[config.mk]
export PLATFORM = sky130hd
export DESIGN_NAME = pcpi_serial_bridge_flat
export DESIGN_NICKNAME = d
export VERILOG_FILES = /design/src/rtl/pcpi_bridge_pkg.sv /design/src/rtl/pcpi_serial_bridge_if.sv /design/src/rtl/seg_serializer.sv /design/src/rtl/pcpi_serial_bridge.sv /design/src/flat_wrapper.sv
export SDC_FILE = /design/constraint.sdc
export NUM_CORES = 1
export LEC_CHECK = 0
export ABC_CLOCK_PERIOD_IN_PS = 2900
export CAP_MARGIN = 40
export CORE_MARGIN = 3
export CORE_UTILIZATION = 52
export DETAILED_ROUTE_END_ITERATION = 10
export HOLD_SLACK_MARGIN = 0.12
export PLACE_DENSITY = 0.8
export SLEW_MARGIN = 25
export SYNTH_ARGS = -nofsm -noshare
export SYNTH_HDL_FRONTEND = slang
export SYNTH_HIERARCHICAL = 1
export SYNTH_SLANG_ARGS = --single-unit
[constraint.sdc]
create_clock -name clk -period 2.9 [get_ports clk]
set_input_delay 0.87 -clock clk [delete_from_list [all_inputs] [get_ports clk]]
set_output_delay 0.87 -clock clk [all_outputs]
set_load 0.005 [all_outputs]
[src/rtl/pcpi_bridge_pkg.sv]
// Shared constants, state encoding and sizing helper for the PCPI serial bridge.
package pcpi_bridge_pkg;

    localparam int DEF_SEG_W  = 4;
    localparam int DEF_INSN_W = 32;
    localparam int DEF_RD_W   = 32;

    typedef enum logic [1:0] {
        ST_IDLE  = 2'd0,
        ST_LOAD  = 2'd1,
        ST_ISSUE = 2'd2,
        ST_DRAIN = 2'd3
    } bridge_state_e;

    // Segment/result counter width; never narrower than one bit.
    function automatic int cnt_width(input int nseg, input int nres);
        int m;
        m = (nseg > nres) ? nseg : nres;
        return (m > 1) ? $clog2(m) : 1;
    endfunction

endpackage

[src/rtl/pcpi_serial_bridge_if.sv]
// PCPI coprocessor bus between the bridge (master) and the coprocessor (slave).
interface pcpi_serial_bridge_if
    import pcpi_bridge_pkg::*;
#(
    parameter int INSN_W = DEF_INSN_W,
    parameter int RD_W   = DEF_RD_W
);
    logic              pcpi_valid;
    logic [INSN_W-1:0] pcpi_insn;
    logic              pcpi_ready;
    logic              pcpi_wr;
    logic              pcpi_wait;
    logic [RD_W-1:0]   pcpi_rd;

    modport master (
        output pcpi_valid, pcpi_insn,
        input  pcpi_ready, pcpi_wr, pcpi_wait, pcpi_rd
    );

    modport slave (
        input  pcpi_valid, pcpi_insn,
        output pcpi_ready, pcpi_wr, pcpi_wait, pcpi_rd
    );
endinterface

[src/rtl/seg_serializer.sv]
// Parallel-load shift register that emits a W-bit word as SEG_W-bit segments,
// LSB segment first, over a valid/ready handshake.
module seg_serializer #(
    parameter int SEG_W = 4,
    parameter int W     = 32,
    parameter int CNT_W = 3
) (
    input  logic             clk,
    input  logic             rst_n,
    input  logic             clr,
    input  logic             load,
    input  logic [W-1:0]     din,
    input  logic             active,
    output logic [SEG_W-1:0] out_data,
    output logic             out_valid,
    input  logic             out_ready,
    output logic             last
);
    localparam int NSEG = W / SEG_W;

    logic [W-1:0]     shift_reg;
    logic [CNT_W-1:0] cnt_reg;
    logic             fire;

    assign out_valid = active;
    assign out_data  = shift_reg[SEG_W-1:0];
    assign fire      = active && out_ready;
    assign last      = fire && (cnt_reg == CNT_W'(NSEG - 1));

    // Only an accepted segment shifts, so the output holds under backpressure.
    always_ff @(posedge clk or negedge rst_n) begin
        if (!rst_n) begin
            shift_reg <= '0;
            cnt_reg   <= '0;
        end else if (clr) begin
            shift_reg <= '0;
            cnt_reg   <= '0;
        end else if (load) begin
            shift_reg <= din;
            cnt_reg   <= '0;
        end else if (fire) begin
            shift_reg <= shift_reg >> SEG_W;
            cnt_reg   <= last ? '0 : cnt_reg + CNT_W'(1);
        end
    end
endmodule

[src/rtl/pcpi_serial_bridge.sv]
// Assembles a PCPI instruction from serial segments, issues it with a watchdog,
// and streams any returned result back out segment by segment.
module pcpi_serial_bridge
    import pcpi_bridge_pkg::*;
#(
    parameter int SEG_W   = DEF_SEG_W,
    parameter int INSN_W  = DEF_INSN_W,
    parameter int RD_W    = DEF_RD_W,
    parameter int TIMEOUT = 256
) (
    input  logic                 clk,
    input  logic                 rst_n,
    input  logic [SEG_W-1:0]     seg_in,
    input  logic                 seg_valid,
    output logic                 seg_ready,
    input  logic                 abort,
    pcpi_serial_bridge_if.master pcpi,
    output logic [SEG_W-1:0]     res_out,
    output logic                 res_valid,
    input  logic                 res_ready,
    output logic                 busy,
    output logic                 done,
    output logic                 err_timeout
);
    localparam int NSEG  = INSN_W / SEG_W;
    localparam int NRES  = RD_W / SEG_W;
    localparam int CNT_W = cnt_width(NSEG, NRES);
    localparam int TMO_W = $clog2(TIMEOUT + 1);

    localparam logic [1:0] IDLE  = ST_IDLE;
    localparam logic [1:0] LOAD  = ST_LOAD;
    localparam logic [1:0] ISSUE = ST_ISSUE;
    localparam logic [1:0] DRAIN = ST_DRAIN;

    logic [1:0]        state_reg;
    logic [CNT_W-1:0]  seg_cnt_reg;
    logic [TMO_W-1:0]  tmo_cnt_reg;
    logic [INSN_W-1:0] insn_reg;
    logic              done_reg;
    logic              err_reg;

    logic seg_fire;
    logic issue_expire;
    logic load_res;
    logic drain_last;

    assign seg_ready       = (state_reg == IDLE) || (state_reg == LOAD);
    assign seg_fire        = seg_valid && seg_ready;
    assign busy            = (state_reg != IDLE);
    assign done            = done_reg;
    assign err_timeout     = err_reg;
    assign pcpi.pcpi_valid = (state_reg == ISSUE);
    assign pcpi.pcpi_insn  = insn_reg;

    // Expiry fires on the cycle the counter would reach zero; ready always beats it.
    assign issue_expire = (state_reg == ISSUE) && !pcpi.pcpi_ready && !pcpi.pcpi_wait
                          && (tmo_cnt_reg <= TMO_W'(1));
    assign load_res     = (state_reg == ISSUE) && pcpi.pcpi_ready && pcpi.pcpi_wr && !abort;

    seg_serializer #(
        .SEG_W (SEG_W),
        .W     (RD_W),
        .CNT_W (CNT_W)
    ) u_res_ser (
        .clk       (clk),
        .rst_n     (rst_n),
        .clr       (abort),
        .load      (load_res),
        .din       (pcpi.pcpi_rd),
        .active    (state_reg == DRAIN),
        .out_data  (res_out),
        .out_valid (res_valid),
        .out_ready (res_ready),
        .last      (drain_last)
    );

    always_ff @(posedge clk or negedge rst_n) begin
        if (!rst_n) begin
            state_reg   <= IDLE;
            seg_cnt_reg <= '0;
            tmo_cnt_reg <= '0;
            insn_reg    <= '0;
            done_reg    <= 1'b0;
            err_reg     <= 1'b0;
        end else begin
            done_reg <= 1'b0;
            err_reg  <= 1'b0;
            if (abort) begin
                state_reg   <= IDLE;
                seg_cnt_reg <= '0;
                tmo_cnt_reg <= '0;
            end else begin
                case (state_reg)
                    IDLE, LOAD: begin
                        if (seg_fire) begin
                            insn_reg[seg_cnt_reg*SEG_W +: SEG_W] <= seg_in;
                            if (seg_cnt_reg == CNT_W'(NSEG - 1)) begin
                                seg_cnt_reg <= '0;
                                tmo_cnt_reg <= TMO_W'(TIMEOUT);
                                state_reg   <= ISSUE;
                            end else begin
                                seg_cnt_reg <= seg_cnt_reg + CNT_W'(1);
                                state_reg   <= LOAD;
                            end
                        end
                    end
                    ISSUE: begin
                        if (pcpi.pcpi_ready) begin
                            tmo_cnt_reg <= '0;
                            done_reg    <= !pcpi.pcpi_wr;
                            state_reg   <= pcpi.pcpi_wr ? DRAIN : IDLE;
                        end else if (issue_expire) begin
                            tmo_cnt_reg <= '0;
                            err_reg     <= 1'b1;
                            state_reg   <= IDLE;
                        end else if (pcpi.pcpi_wait) begin
                            tmo_cnt_reg <= TMO_W'(TIMEOUT);
                        end else begin
                            tmo_cnt_reg <= tmo_cnt_reg - TMO_W'(1);
                        end
                    end
                    DRAIN: begin
                        if (drain_last) begin
                            done_reg  <= 1'b1;
                            state_reg <= IDLE;
                        end
                    end
                    default: state_reg <= IDLE;
                endcase
            end
        end
    end
endmodule

[src/flat_wrapper.sv]
// flat-port wrapper written by rule: the top's interface ports become plain ports
module pcpi_serial_bridge_flat import pcpi_bridge_pkg::*;
#(
    parameter int SEG_W   = DEF_SEG_W,
    parameter int INSN_W  = DEF_INSN_W,
    parameter int RD_W    = DEF_RD_W,
    parameter int TIMEOUT = 256
)
  (clk, rst_n, seg_in, seg_valid, seg_ready, abort, res_out, res_valid, res_ready, busy, done, err_timeout, pcpi_pcpi_valid, pcpi_pcpi_insn, pcpi_pcpi_ready, pcpi_pcpi_wr, pcpi_pcpi_wait, pcpi_pcpi_rd);
  pcpi_serial_bridge_if #(.INSN_W(INSN_W), .RD_W(RD_W)) pcpi_i ();
  input  logic clk;
  input  logic rst_n;
  input  logic [SEG_W-1:0] seg_in;
  input  logic seg_valid;
  output logic seg_ready;
  input  logic abort;
  output logic [SEG_W-1:0] res_out;
  output logic res_valid;
  input  logic res_ready;
  output logic busy;
  output logic done;
  output logic err_timeout;
  output wire logic [$bits(pcpi_i.pcpi_valid)-1:0] pcpi_pcpi_valid;
  output wire logic [$bits(pcpi_i.pcpi_insn)-1:0] pcpi_pcpi_insn;
  input wire logic [$bits(pcpi_i.pcpi_ready)-1:0] pcpi_pcpi_ready;
  input wire logic [$bits(pcpi_i.pcpi_wr)-1:0] pcpi_pcpi_wr;
  input wire logic [$bits(pcpi_i.pcpi_wait)-1:0] pcpi_pcpi_wait;
  input wire logic [$bits(pcpi_i.pcpi_rd)-1:0] pcpi_pcpi_rd;
  assign pcpi_pcpi_valid = pcpi_i.pcpi_valid;
  assign pcpi_pcpi_insn = pcpi_i.pcpi_insn;
  assign pcpi_i.pcpi_ready = pcpi_pcpi_ready;
  assign pcpi_i.pcpi_wr = pcpi_pcpi_wr;
  assign pcpi_i.pcpi_wait = pcpi_pcpi_wait;
  assign pcpi_i.pcpi_rd = pcpi_pcpi_rd;
  pcpi_serial_bridge #(.SEG_W(SEG_W), .INSN_W(INSN_W), .RD_W(RD_W), .TIMEOUT(TIMEOUT)) u_core (.clk(clk), .rst_n(rst_n), .seg_in(seg_in), .seg_valid(seg_valid), .seg_ready(seg_ready), .abort(abort), .pcpi(pcpi_i), .res_out(res_out), .res_valid(res_valid), .res_ready(res_ready), .busy(busy), .done(done), .err_timeout(err_timeout));
endmodule
==> flow_metrics.tcl, run 1 <==
set metrics [dict create \
    netlist_instances 439 \
    wl_met1_um 4480 \
    worst_pin_slew_ns 0.516 \
    worstSetupEndpointType "output port" \
    status "completed" \
    drv_slew 0 \
    area_delta_synth_final_pct 24.5 \
    coreArea_um2 8300 \
    num_rows 33 \
    total_power_mw 2.57 \
    cts_hold_buf 0 \
    p_leak_nw 2.58 \
    cts_root_buf "clkbuf_8" \
    cap_violations 0 \
    synth_edf_count 0 \
    critical_path_class "flop to output port" \
    synth_commonest_cells "83 x dfrtp_1, 63 x nor3_1, 54 x inv_1" \
    crit_path_start_kind "flop" \
    post_cts_buffers 0 \
    dp.cells 608 \
    cts_made_buffers 9 \
    slew-limit-headroom_pct 65.3 \
    fmax_ghz 0.399 \
    cts_resized 0 \
    ios 86 \
    grt_pass1_wl_um 16700 \
    setup_viol 0 \
    cp_cell_sequence "nor2b_1, buf_4, clkdlybuf4s50_1" \
    cts.htree.levels 3 \
    initial_core_util_pct 54.2 \
    dp_hpwl_um 6990 \
    vias_per_cell 5.60 \
    min_period_over_period_pct 86.4 \
    yosys-top-cells-area "dfrtp_1 46%, a2111oi_2 9.3%, nor3_1 7.0%, mux2i_1 4.7%, inv_1 4.5%" \
    synth_ff_type "dfrtp_1" \
    port_buffers 85 \
    power_density_nw_per_um2 459 \
    ys_ff_latch 83 \
    hp-class "primary input to async pin" \
    cp.arrival_ns 1.64 \
    die_x_um 99.0 \
    drive_gt1_share_pct 15.2 \
    first_global_vias 3395 \
    grt.overflow.total 0 \
    yosysTopAreaCellShare_pct 46.1 \
    dp_slack_ns 0.338 \
    yosysTopAreaCell "dfrtp_1" \
    clkSinkCount 83 \
    drc_errors 0 \
    clockBufferDepth 2 \
    synth_area_um2 4500 \
    routed_wl_um 9940 \
    met2_length_um 4870 \
    final_util_pct 67.5 \
    drt_iter0_markers 147 \
    antenna_found_initial 0 \
    routabilityCongestion 0.885 \
    grt_max_degree 57 \
    die_area_um2 9810 \
    ant_nets 0 \
    hold_viol_final 0 \
    via_count 3492 \
    yosysSeqAreaShare_pct 46.1 \
    finClkSkew_ns 0.0150 \
    required_ns 2.03 \
    die_h_um 99.0 \
    syn_avg_cell_area_um2 10.3 \
    worstPathMaxFanout 9 \
    cpMaxStageDelayCell "clkdlybuf4s50_1" \
    avgRoutedWirePerCell_um 15.9 \
    tns_ns 0 \
    track_usage_pct 20.8 \
    peakVddDrop_v 0.000367 \
    stdcell_count 624 \
    rsz0062_at_grt "false" \
    first_pass_iters 5 \
    clk_pin_slew_ns 0.08 \
    antenna_cells 0 \
    wl_met3_um 480 \
    final_nets 569 \
    ys_types 49 \
    max_stage_delay_ns 0.51 \
    cts_tree "done" \
    synth_nets 494 \
    worst_slack_ns 0.393 \
    clk_latency_ns 0.35 \
    yosysMostFrequentCell "dfrtp_1" \
    fin_crit_ns 2.51 \
    synth-async-reset-ratio_pct 100 \
    ys_warn_count 6 \
    topRoutingLayerUsed "met4" \
]
[critical path: cells and delay by family (launching register included)]
family	cells	cell delay, ns
buffers and inverters	2	0.68
DFF	1	0.46
and+or+nand+nor	1	0.16
[power by group]
group	switching (mW)	leakage, nW	internal, mW
Clock	0.427	0.0999	0.425
Combinational	0.179	1.40	0.253
Sequential	0.0498	1.08	1.24
[cell type report]
cell class,instances,area (um^2)
multi-input combinational,270,2030
fill,629,2700
clock buffer,11,141
inverter,54,203
tap,105,131
clock inverter,5,60.1
timing repair buffer,96,963
sequential,83,2080
[cells in the final DEF, fill, tap and decap left out, types with 10 or more instances in the layout]
master           netlist  final
clkdlybuf4s50_1        0     83
dfrtp_1               83     83
nor3_1                63     63
inv_1                 54     54
nand2_1               31     31
a2111oi_2             28     28
mux2i_1               21     21
nor2_1                19     18
mux2_2                13     13
and3_1                12     12
ha_1                  11     11
clkbuf_8               0     10
[path summary, 6_finish.rpt]
path,end,startpoint,cells after the start,slack [ns]
min in group clk,u_core/tmo_cnt_reg[6],u_core/tmo_cnt_reg[6],1,0.51
worst min register to register,u_core/tmo_cnt_reg[6],u_core/tmo_cnt_reg[6],1,0.51
worst max register to register,u_core/pcpi.pcpi_insn[12],u_core/seg_cnt_reg[0],6,0.55
max in group asynchronous,u_core/pcpi.pcpi_insn[16],rst_n,2,1.82
worst max-delay path,pcpi_pcpi_valid,u_core/state_reg[1],3,0.39
worst min-delay path,u_core/u_res_ser/shift_reg[3],rst_n,1,0.45
[metrics by stage]
stage               hold slack (ns)  cell area (um^2)
finish                        0.447              5600
global placement              0.488              5400
global route                  0.462              5600
detailed placement            0.488              5400
floorplan                     0.465              4500
CTS                           0.454              5600
[layer usage]
metal | global-route usage (%) | vias to the layer above
met5 | 0 | -
met4 | 5.67 | 0
met3 | 4.25 | 9
met2 | 34.1 | 79
met1 | 28.3 | 1705
li1 | - | 1699
[logic make-up (layout without fill, tap and decap cells)]
logic type	after synthesis	count (layout)	synth area share (%)
muxes	38	38	8.92
AOI/OAI and AO/OA	59	59	14.2
buffers and inverters	86	166	9.01
and+or+nand+nor	162	162	18.7
adders and majority gates	11	11	3.06
DFF	83	83	46.1
No activity file was read; power rests on OpenSTA's default activity.
==> inputs of run 2 (changes only) <==
--- a/config.mk
+++ b/config.mk
@@ -5,6 +5,7 @@
 export SDC_FILE = /design/constraint.sdc
 export NUM_CORES = 1
 export LEC_CHECK = 0
+export ABC_AREA = 1
 export ABC_CLOCK_PERIOD_IN_PS = 2900
 export CAP_MARGIN = 40
 export CORE_MARGIN = 3
@@ -12,7 +13,7 @@
 export DETAILED_ROUTE_END_ITERATION = 10
 export HOLD_SLACK_MARGIN = 0.12
 export PLACE_DENSITY = 0.8
-export SLEW_MARGIN = 25
+export SLEW_MARGIN = 20
 export SYNTH_ARGS = -nofsm -noshare
 export SYNTH_HDL_FRONTEND = slang
 export SYNTH_HIERARCHICAL = 1
==> run 2 against run 1 <==
Via count is 9.5% higher. Critical endpoint is now u_core/pcpi.pcpi_insn[2]. Core utilization is 0.86 points higher. Clock skew is 0.0075 ns lower. Wire length is 1.9% higher. Critical path depth is 5 higher. Highest routed layer unchanged. Register-to-register slack worse by 0.26 ns. Flip-flop and latch count stayed put. Combinational power is 9.5% higher. Sequential power hardly changed. Worst setup slack worse by 0.10 ns. Critical path type is now flop to flop. Global-route usage is 0.64 points higher. Sequential share of layout area is 1.1 points higher.
==> flow_metrics.tcl, run 2 <==
set metrics [dict create \
    status "completed" \
    num_rows 32 \
    via_count 3823 \
    clkSinkCount 83 \
    cpMaxStageDelayCell "dfrtp_1" \
    ys_types 36 \
    routabilityCongestion 0.817 \
    drc_errors 0 \
    ys_ff_latch 83 \
    yosysTopAreaCell "dfrtp_1" \
    yosysSeqAreaShare_pct 47.1 \
    drt_iter0_markers 217 \
    clockBufferDepth 2 \
    hp-class "primary input to async pin" \
    dp_hpwl_um 7230 \
    avgRoutedWirePerCell_um 13.8 \
    holdWs_ns 0.405 \
    cp.arrival_ns 2.83 \
    first_global_vias 3740 \
    cts_resized 0 \
    cap_violations 0 \
    ios 86 \
    synth_commonest_cells "236 x nand2_1, 83 x dfrtp_1, 43 x nand3_1" \
    cts.htree.levels 3 \
    power_density_nw_per_um2 453 \
    min_period_over_period_pct 89.9 \
    layout_common_cells "236 x nand2_1, 84 x clkdlybuf4s50_1, 83 x dfrtp_1" \
    slew-limit-headroom_pct 61.8 \
    worstSetupEndpointType "flop" \
    reg2reg_from "u_core/seg_cnt_reg[0]" \
    grt_use_met3_pct 3.43 \
    ant_nets 0 \
    p_leak_nw 2.80 \
    hold_viol_final 0 \
    synth-async-reset-ratio_pct 100 \
    grt_pass1_wl_um 17100 \
    synth_edf_count 0 \
    path_buf_inv 2 \
    grt.overflow.total 0 \
    clk_pin_slew_ns 0.08 \
    ys_warn_count 6 \
    crit_path_start_kind "flop" \
    cts_hold_buf 0 \
    clk_latency_ns 0.34 \
    busiest_layer "met2" \
    post_cts_buffers 0 \
    vias_per_cell 5.19 \
    final_nets 686 \
    synth_area_um2 4410 \
    netlist_instances 552 \
    yosysMostFrequentCell "nand2_1" \
    initial_core_util_pct 55.4 \
    multi_input_area_um2 1970 \
    cp-startpoint "u_core/seg_cnt_reg[0]" \
    synth_ff_type "dfrtp_1" \
    critical_path_class "flop to flop" \
    gr-usage-met1_pct 29.8 \
    setup_viol 0 \
    grt_max_degree 64 \
    cts_root_buf "clkbuf_8" \
    synth_nets 607 \
    final_common_cell "nand2_1" \
    antenna_cells 0 \
    yosysTopAreaCellShare_pct 47.1 \
    routed_wl_um 10100 \
    coreArea_um2 7970 \
    first_pass_iters 4 \
    syn_avg_cell_area_um2 7.99 \
    worstPathMaxFanout 8 \
    use_met2_pct 34.2 \
    drive_gt1_share_pct 9.15 \
    fin_crit_ns 2.61 \
    port_buffers 85 \
    die_h_um 98.1 \
    cp_top_family "simple AND/OR/NAND/NOR gates" \
    max_stage_delay_ns 0.51 \
    fillers 662 \
    cp_cell_sequence "inv_1, ha_1, ha_1, inv_1, nand3_1, or3_1, nand2_1, o21ai_2" \
    worst_pin_slew_ns 0.573 \
    die_area_um2 9630 \
    cts_tree "done" \
    peakVddDrop_v 0.000213 \
    finClkSkew_ns 0.00747 \
    yosys-top-cells-area "dfrtp_1 47%, nand2_1 20%, nand3_1 4.9%, inv_1 3.5%, ha_1 3.1%" \
    antenna_found_initial 0 \
    die_x_um 98.1 \
    area_delta_synth_final_pct 23.4 \
    cts_made_buffers 9 \
    fmax_ghz 0.384 \
    rsz0062_at_grt "false" \
    layout.area.seq_um2 2080 \
    tns_ns 0 \
    drv_slew 0 \
    required_ns 3.13 \
    track_usage_pct 21.5 \
]
-- run 2: metal layers --
metal	part of all wire [%]	wire length, um
met4	1.2	118
met3	4.8	485
met2	48	4840
met1	46	4690
met5	0	0
-- run 2: report_power, final --
group	total, mW	internal [mW]	switching [mW]	leakage, nW
clock	0.734	0.348	0.386	0.0843
sequential	1.26	1.22	0.0409	1.13
combinational	0.473	0.226	0.247	1.59
total	2.47	1.79	0.674	2.80
-- run 2: cells by family after synthesis --
| family | after synthesis | share of synthesized area, % |
|---|---|---|
| muxes | 3 | 0.765 |
| buffers and inverters | 71 | 8.36 |
| xor gates and xnor gates | 1 | 0.199 |
| DFF | 83 | 47.1 |
| and+or+nand+nor | 338 | 33.9 |
| AOI/OAI and AO/OA | 45 | 6.55 |
| adders and majority gates | 11 | 3.12 |
-- run 2: final cells by class --
type / instances / area share [%]
clock buffer: 12 / 2.85
clock inverter: 2 / 0.230
inverter: 46 / 3.17
multi-input combinational: 398 / 36.2
sequential: 83 / 38.1
tap: 102 / 2.34
timing repair buffer: 93 / 17.1
-- run 2: metrics by stage --
step                power, mW  cells  util (%)  area, um^2  setup slack (ns)
floorplan                1.51    552         -        4410             0.734
global placement         1.74    722      66.3        5280             0.336
detailed placement       1.76    722      66.3        5280             0.281
CTS                      2.49    736      68.4        5450             0.333
global route             2.59    736      68.4        5450             0.129
finish                   2.47    736      68.4        5450             0.293
-- run 2: worst paths after layout --
path | end | slack, ns | depth (start not counted)
max | u_core/pcpi.pcpi_insn[2] | 0.29 | 8
min in group clk | u_core/u_res_ser/shift_reg[28] | 0.48 | 2
min reg2reg | u_core/u_res_ser/shift_reg[28] | 0.48 | 2
max reg2reg | u_core/pcpi.pcpi_insn[2] | 0.29 | 8
max in group asynchronous | u_core/u_res_ser/shift_reg[7] | 1.87 | 2
min | u_core/pcpi.pcpi_insn[30] | 0.41 | 1
